File: config.mk
export PLATFORM = sky130hd
export DESIGN_NAME = min_sec_countdown
export DESIGN_NICKNAME = d
export VERILOG_FILES = /design/src/rtl/min_sec_countdown.sv
export SDC_FILE = /design/constraint.sdc
export NUM_CORES = 1
export LEC_CHECK = 0
export BUFFER_PORTS_ARGS = -buffer_cell sky130_fd_sc_hd__buf_2
export CAP_MARGIN = 25
export CORE_MARGIN = 3
export CORE_UTILIZATION = 51
export CTS_CLUSTER_DIAMETER = 40
export DETAILED_ROUTE_END_ITERATION = 10
export PLACE_DENSITY_LB_ADDON = 0.15
export SYNTH_ARGS = -nofsm -noshare
export SYNTH_HDL_FRONTEND = slang
export SYNTH_SLANG_ARGS = --single-unit
export TNS_END_PERCENT = 100
File: constraint.sdc
create_clock -name clk -period 2.3 [get_ports clk]
set_clock_uncertainty 0.1 [all_clocks]
set_input_delay 0.115 -clock clk [delete_from_list [all_inputs] [get_ports clk]]
set_output_delay 0.115 -clock clk [all_outputs]
set_load 0.005 [all_outputs]
File: src/rtl/min_sec_countdown.sv
// MM.SS countdown timer with BCD digits, load/go/stop control and a
// one-second prescaler that holds its partial count across a pause.
//
// state | meaning
// IDLE  | preset loaded (or reset), waiting for go
// RUN   | counting down, prescaler advancing
// PAUSE | stopped mid-count, prescaler held
// DONE  | reached 00.00, waits for load or reset
module min_sec_countdown #(
    parameter int DIVISOR = 50000000
) (
    input  logic       clk,
    input  logic       clr_n,
    input  logic       load,
    input  logic       go,
    input  logic       stop,
    input  logic [3:0] d3_in,
    input  logic [3:0] d2_in,
    input  logic [3:0] d1_in,
    input  logic [3:0] d0_in,
    output logic [3:0] d3,
    output logic [3:0] d2,
    output logic [3:0] d1,
    output logic [3:0] d0,
    output logic       running,
    output logic       done,
    output logic       expired
);

    localparam int PW = $clog2(DIVISOR);
    localparam logic [PW-1:0] PRESC_LAST = PW'(DIVISOR - 1);

    typedef enum logic [1:0] {
        IDLE  = 2'd0,
        RUN   = 2'd1,
        PAUSE = 2'd2,
        DONE  = 2'd3
    } state_t;

    state_t        state_q, state_d;
    logic [PW-1:0] presc_q, presc_d;
    logic [3:0]    d3_d, d2_d, d1_d, d0_d;
    logic [3:0]    dec3, dec2, dec1, dec0;
    logic [3:0]    ld3, ld2, ld1, ld0;
    logic          done_d;
    logic          is_zero;
    logic          dec_zero;
    logic          tick;

    // Out-of-range preset digits saturate to the largest legal digit.
    assign ld3 = (d3_in > 4'd9) ? 4'd9 : d3_in;
    assign ld2 = (d2_in > 4'd9) ? 4'd9 : d2_in;
    assign ld1 = (d1_in > 4'd5) ? 4'd5 : d1_in;
    assign ld0 = (d0_in > 4'd9) ? 4'd9 : d0_in;

    assign is_zero  = (d3 == 4'd0) && (d2 == 4'd0) && (d1 == 4'd0) && (d0 == 4'd0);
    assign dec_zero = (dec3 == 4'd0) && (dec2 == 4'd0) && (dec1 == 4'd0) && (dec0 == 4'd0);
    assign tick     = (state_q == RUN) && (presc_q == PRESC_LAST);

    // One-second decrement with BCD borrow chain; only used when value is nonzero.
    always_comb begin
        dec3 = d3;
        dec2 = d2;
        dec1 = d1;
        dec0 = d0 - 4'd1;
        if (d0 == 4'd0) begin
            dec0 = 4'd9;
            dec1 = d1 - 4'd1;
            if (d1 == 4'd0) begin
                dec1 = 4'd5;
                dec2 = d2 - 4'd1;
                if (d2 == 4'd0) begin
                    dec2 = 4'd9;
                    dec3 = d3 - 4'd1;
                end
            end
        end
    end

    // Next-state, prescaler and value update; priority load > stop > go.
    always_comb begin
        state_d = state_q;
        presc_d = presc_q;
        d3_d    = d3;
        d2_d    = d2;
        d1_d    = d1;
        d0_d    = d0;
        done_d  = 1'b0;
        if (load) begin
            state_d = IDLE;
            presc_d = '0;
            d3_d    = ld3;
            d2_d    = ld2;
            d1_d    = ld1;
            d0_d    = ld0;
        end else begin
            case (state_q)
                IDLE, PAUSE: begin
                    if (!stop && go && !is_zero) begin
                        state_d = RUN;
                    end
                end
                RUN: begin
                    presc_d = (presc_q == PRESC_LAST) ? '0 : presc_q + 1'b1;
                    if (tick) begin
                        d3_d = dec3;
                        d2_d = dec2;
                        d1_d = dec1;
                        d0_d = dec0;
                        // Reaching zero beats a simultaneous stop.
                        if (dec_zero) begin
                            state_d = DONE;
                            done_d  = 1'b1;
                        end else if (stop) begin
                            state_d = PAUSE;
                        end
                    end else if (stop) begin
                        state_d = PAUSE;
                    end
                end
                DONE: begin
                    state_d = DONE;
                end
                default: begin
                    state_d = IDLE;
                end
            endcase
        end
    end

    // State, prescaler, digits and registered status outputs.
    always_ff @(posedge clk or negedge clr_n) begin
        if (!clr_n) begin
            state_q <= IDLE;
            presc_q <= '0;
            d3      <= 4'd0;
            d2      <= 4'd0;
            d1      <= 4'd0;
            d0      <= 4'd0;
            running <= 1'b0;
            done    <= 1'b0;
            expired <= 1'b0;
        end else begin
            state_q <= state_d;
            presc_q <= presc_d;
            d3      <= d3_d;
            d2      <= d2_d;
            d1      <= d1_d;
            d0      <= d0_d;
            running <= (state_d == RUN);
            done    <= done_d;
            expired <= (state_d == DONE);
        end
    end

endmodule

==> results.toml, run 1 <==
[min_path]
holdCritStartpoint = "d2_in[1]"
hold_path_class = "input port to register"

[grt]
grt_pass1_wl_microns = 11300
grtUsageTotal = 0.230
antenna_found_initial = 0
grt_max_degree = 35
first_global_vias = 2413
grt_overflow = 0

[timing]
rsz0062_at_grt = "yes"
fmax_mhz = 442
holdWs_ps = 58.5
setup_viol = 0
hold_viol = 0
drv_slew = 0
max-slew-margin-rel = 0.622
period_minus_slack_ps = 2260
fin_tns_setup_ps = 0
worst_slack_ps = 40.1
worst_pin_slew_ps = 567
fin_crit_sh = 0.983

[logic_synthesis]
ys_seq_area_frac = 0.430
syn_area_sq_um = 2740
synthArstFlopShare = 1.00
synth_fp_nets = 315
synthCells = 292
synth_commonest_cells = "47 x dfrtp_1, 39 x nor2_1, 26 x nand2_1, 21 x nand3_1, 16 x xor2_1"
yosysTopAreaCell = "dfrtp_1"
synth_area_leaders = "dfrtp_1 43%, nor2_1 5.3%, xor2_1 5.1%, xnor2_1 4.2%, nand3_1 3.8%"
synth_most_common_cell = "dfrtp_1"
synth_warnings = 0
ys_ff_latch = 47
synth_cell_types = 59
synth_top_area_share = 0.430
synth-edff-count = 0
synth_ff_type = "dfrtp_1"
syn_avg_cell_area_sq_um = 9.37

[setup_path]
worstPathRequired_ps = 2420
crit_path_max_fanout = 5
cp.arrival_ps = 2380
r2r_start = "d0[2]$_DFFE_PN0P_"
worst_setup_path_start_kind = "register"
path_class = "register to register"
cp-startpoint = "d0[2]$_DFFE_PN0P_"
worstSetupEndpointType = "register"

[routing]
antenna_left = 0
num_vias = 2529
routed_wl_microns = 6880
drt_iter0_drc = 148
first_pass_iters = 4
drc_errors = 0
drt-wirelength-per-cell_microns = 15.0
detail_route.vias_per_cell = 5.50

[floorplan]
io-pin-count = 40
dieArea_sq_um = 6280
start_util = 0.532
die_y_microns = 79.3
core_sq_um = 5140
row_count = 26
die_x_microns = 79.3

[pwr]
p_per_area_nw_per_um2 = 447
peakVddDrop_mv = 0.299
p_leak_nw = 1.63

[layout]
multi_input_area_sq_um = 1620
drive_gt1_frac = 0.333
seqCellArea_sq_um = 1180
num_antenna_cells = 0
final_cell_area_sq_um = 3720
syn_to_final_growth_pct = 36.0
nets = 412
fillCellCount = 409

[cts]
cts_tree = "yes"
cts_root_buf = "clkbuf_8"
max-clock-path-buffers = 2
cts.htree.levels = 2
cts.sinks = 47
insertion_delay_ps = 310
cts_made_buffers = 5
path_clk_slew_ps = 90

[run_status]
status = "completed"

[place]
post-dp-hpwl_microns = 4840
placed_area_sq_um = 3330
gp_congestion = 0.867
portBuffers = 39
place_ws_ps = -85.5

[job]
cap_violations = 0
## routing by layer
layer  wire, microns  global-route usage
met1            3050               0.294
met2            3430               0.398
met3             315              0.0488
met4              76              0.0550
met5               0                   0
## state kept, by name, indices dropped and copies added, names as in the netlist
register  count
presc_q      26
running       1
d0            4
d2            4
done          1
d3            4
d1            4
expired       1
state_q       2
## final cells by class
cell class	instances	area share
Clock buffer	5	0.0185
Clock inverter	3	0.00403
Inverter	5	0.00504
Multi-Input combinational cell	229	0.434
Sequential cell	47	0.316
Tap cell	70	0.0235
Timing Repair Buffer	101	0.198
## where the power goes
group	leakage, nW	internal, mW	total [mW]	switching (mW)
clock network	0.0477	0.208	0.490	0.282
registers	0.628	0.851	0.876	0.0246
logic	0.958	0.144	0.299	0.155
## worst paths after layout
path                                           end  slack, ps  cells after the start
max reg2reg                      running$_DFF_PN0_         40                      8
min in group asynchronous        d1[2]$_DFFE_PN0P_        230                      2
max in group asynchronous   presc_q[7]$_DFFE_PN0P_       1350                      3
min                              d2[1]$_DFFE_PN0P_         60                      3
max                              running$_DFF_PN0_         40                      8
min reg2reg                presc_q[22]$_DFFE_PN0P_        410                      1
## timing repair
action                                  CTS  global route
hold buffers                             15             0
hold endpoints to repair                 38             0
endpoints found under the setup margin    2             9
pin swaps                                 3            13
buffers inserted                          1             1
resized for setup                         5            21
## cells by family after synthesis
group / count (synthesis) / synth area share
xor+xnor: 29 / 0.0928
compound gates: 54 / 0.138
fa+ha+maj: 2 / 0.00914
flops: 47 / 0.430
simple gates: 140 / 0.289
mux: 4 / 0.0160
buf+inv: 16 / 0.0251
## worst max-delay path, stage by stage, from the launching register on
cell and delay, ps:
dfrtp_1 380, or4_4 570, nor4_4 320, buf_6 170, nor4_2 50, a31oi_4 170
buf_4 140, o21ai_2 60, a211oi_2 210
## layout by cell type (no fill, tap or decap), types with 3 or more instances in the layout
cell            n
o21ai_1         3
xnor2_1        13
a31oi_1         5
a21oi_1         5
nor4_2          4
nand4_1         3
nand3_1        19
o21a_1          3
and3_1          3
buf_4          41
inv_1           4
nor3b_1         3
clkinv_2        3
nor3_1         10
xor2_1         15
a22o_1          3
nor2_1         39
clkbuf_8        5
nor4_4          3
dfrtp_1        47
o21ai_0        12
o22ai_1         3
nand2_1        26
or4_4           3
buf_6           4
dlygate4sd3_1  15
or2_2           3
buf_2          39
o31a_1          3
## stage by stage
step | cells | total power, mW | util
finish | 460 | 1.66 | 0.724
global route | 460 | 1.76 | 0.724
CTS | 459 | 1.67 | 0.703
detailed placement | 435 | 1.15 | 0.648
global placement | 435 | 1.14 | 0.648
floorplan | 292 | 1.01 | -
Note: power is estimated with default switching activity, not from simulation.
==> inputs of run 2 (changes only) <==
--- a/config.mk
+++ b/config.mk
@@ -8,7 +8,7 @@
 export BUFFER_PORTS_ARGS = -buffer_cell sky130_fd_sc_hd__buf_2
 export CAP_MARGIN = 25
 export CORE_MARGIN = 3
-export CORE_UTILIZATION = 51
+export CORE_UTILIZATION = 57
 export CTS_CLUSTER_DIAMETER = 40
 export DETAILED_ROUTE_END_ITERATION = 10
 export PLACE_DENSITY_LB_ADDON = 0.15
==> constraint.sdc (replaced) <==
create_clock -name clk -period 2.28 [get_ports clk]
set_clock_uncertainty 0.1 [all_clocks]
set_input_delay 0.114 -clock clk [delete_from_list [all_inputs] [get_ports clk]]
set_output_delay 0.114 -clock clk [all_outputs]
set_load 0.005 [all_outputs]
==> results.toml, run 2 (synthesized netlist as in run 1, its figures left out) <==
[run_status]
status = "complete, but fails checks"
violations = "negative setup slack"

[cts]
cts_root_buf = "clkbuf_8"
insertion_delay_ps = 300
cts.htree.levels = 2
cts.sinks = 47
cts_made_buffers = 5
path_clk_slew_ps = 90
max-clock-path-buffers = 2
cts_tree = "yes"

[setup_path]
rr_worst_depth = 7
crit_path_max_fanout = 3
worstSetupEndpointType = "register"
r2r-end = "state_q[1]$_DFF_PN0_"
ff2ff_setup_slack_ps = -40
path_class = "register to register"
r2r_start = "presc_q[8]$_DFFE_PN0P_"
cp.arrival_ps = 2420
worstPathRequired_ps = 2380
worst_setup_path_start_kind = "register"

[min_path]
holdCritStartpoint = "d2_in[2]"
hold_path_class = "input port to register"
hold_path_depth = 3
min_to = "d2[2]$_DFFE_PN0P_"

[routing]
antenna_left = 0
drt_iter0_drc = 200
num_vias = 2636
detail_route.vias_per_cell = 5.94
drt-wirelength-per-cell_microns = 16.6
drc_errors = 0
first_pass_iters = 6
routed_wl_microns = 7360

[grt]
antenna_found_initial = 0
grt_max_degree = 34
grt_overflow = 0
grtUsageTotal = 0.269
first_global_vias = 2513
grt_pass1_wl_microns = 11700

[pwr]
total_power_mw = 1.67
peakVddDrop_mv = 0.354
p_per_area_nw_per_um2 = 460
p_leak_nw = 1.62

[layout]
regMostFlops = "presc_q"
nets = 414
drive_gt1_frac = 0.316
final_cell_mix = "47 x dfrtp_1, 47 x buf_4, 39 x nor2_1, 39 x buf_2, 26 x nand2_1"
num_antenna_cells = 0
final_cell_area_sq_um = 3630
fillCellCount = 282
largest_reg_flops = 26
syn_to_final_growth_pct = 32.7

[timing]
period_minus_slack_ps = 2320
max-slew-margin-rel = 0.576
worst_slack_ps = -35.8
worst_pin_slew_ps = 634
drv_slew = 0
hold_viol = 0
fin_crit_sh = 1.02
fmax_mhz = 432
rsz0062_at_grt = "yes"
setup_viol = 3
fin_tns_setup_ps = -64.7

[place]
portBuffers = 39
gp_congestion = 0.857
post-dp-hpwl_microns = 4950
placed_area_sq_um = 3320

[floorplan]
start_util = 0.607
row_count = 24
dieArea_sq_um = 5670
die_x_microns = 75.3
io-pin-count = 40
core_sq_um = 4500
die_y_microns = 75.3

[job]
cap_violations = 0
## run 2: metrics by stage
| stage | util | std cells | setup WS, ps | hold slack [ps] |
|---|---|---|---|---|
| 2_1_floorplan | - | 292 | -3.96 | -282 |
| 3_3_place_gp | 0.737 | 417 | -35.2 | 46.9 |
| 4_1_cts | 0.795 | 441 | -1.03 | 0.557 |
| 3_5_place_dp | 0.737 | 417 | -82.7 | 51.4 |
| 6_report | 0.806 | 444 | -35.8 | 10.2 |
| 5_1_grt | 0.806 | 444 | -169 | 11.1 |
## run 2: repair_timing
item / CTS / global route
resized for setup: 4 / 5
endpoints found under the setup margin: 2 / 9
pin swaps: 3 / 3
setup buffers: 2 / 3
endpoints found under the hold margin: 37 / 0
hold buffers: 14 / 0
## run 2: power by group
group / leakage [nW] / internal, mW / switching (mW) / total (mW)
clock: 0.0422 / 0.216 / 0.277 / 0.492
sequential: 0.628 / 0.858 / 0.0235 / 0.882
combinational: 0.946 / 0.143 / 0.153 / 0.296
## run 2: cell type report
cell class,instances,area (sq um),area share
Timing Repair Buffer,103,739,0.204
Sequential cell,47,1180,0.324
Multi-Input combinational cell,229,1550,0.427
Tap cell,52,65.1,0.0179
Inverter,5,18.8,0.00517
Clock inverter,1,5.00,0.00138
Clock buffer,7,76.3,0.0210
## run 2: per-layer routing
metal,up-vias,GRT usage,routed length (microns)
met5,-,0,0
met4,0,0.0796,154
met3,16,0.0534,389
met2,101,0.457,3680
met1,1269,0.347,3130
li1,1250,-,-
## run 2: worst max path at each step
| stage | to | depth (start not counted) | from |
|---|---|---|---|
| 2_1_floorplan | d1[2]$_DFFE_PN0P_ | 7 | presc_q[11]$_DFFE_PN0P_ |
| 3_3_place_gp | state_q[1]$_DFF_PN0_ | 5 | d2[0]$_DFFE_PN0P_ |
| 3_5_place_dp | state_q[1]$_DFF_PN0_ | 5 | d2[0]$_DFFE_PN0P_ |
| 4_1_cts | state_q[1]$_DFF_PN0_ | 5 | d1[0]$_DFFE_PN0P_ |
| 5_1_grt | state_q[1]$_DFF_PN0_ | 7 | presc_q[18]$_DFFE_PN0P_ |
| 6_report | state_q[1]$_DFF_PN0_ | 7 | presc_q[8]$_DFFE_PN0P_ |
## run 2: critical path: stages, from the launching register on
cell	delay [ps]
dfrtp_1	410
nor4b_4	350
nand3_1	140
nor4_2	320
buf_4	170
nand4b_1	120
o21ba_2	260
a2111oi_4	340
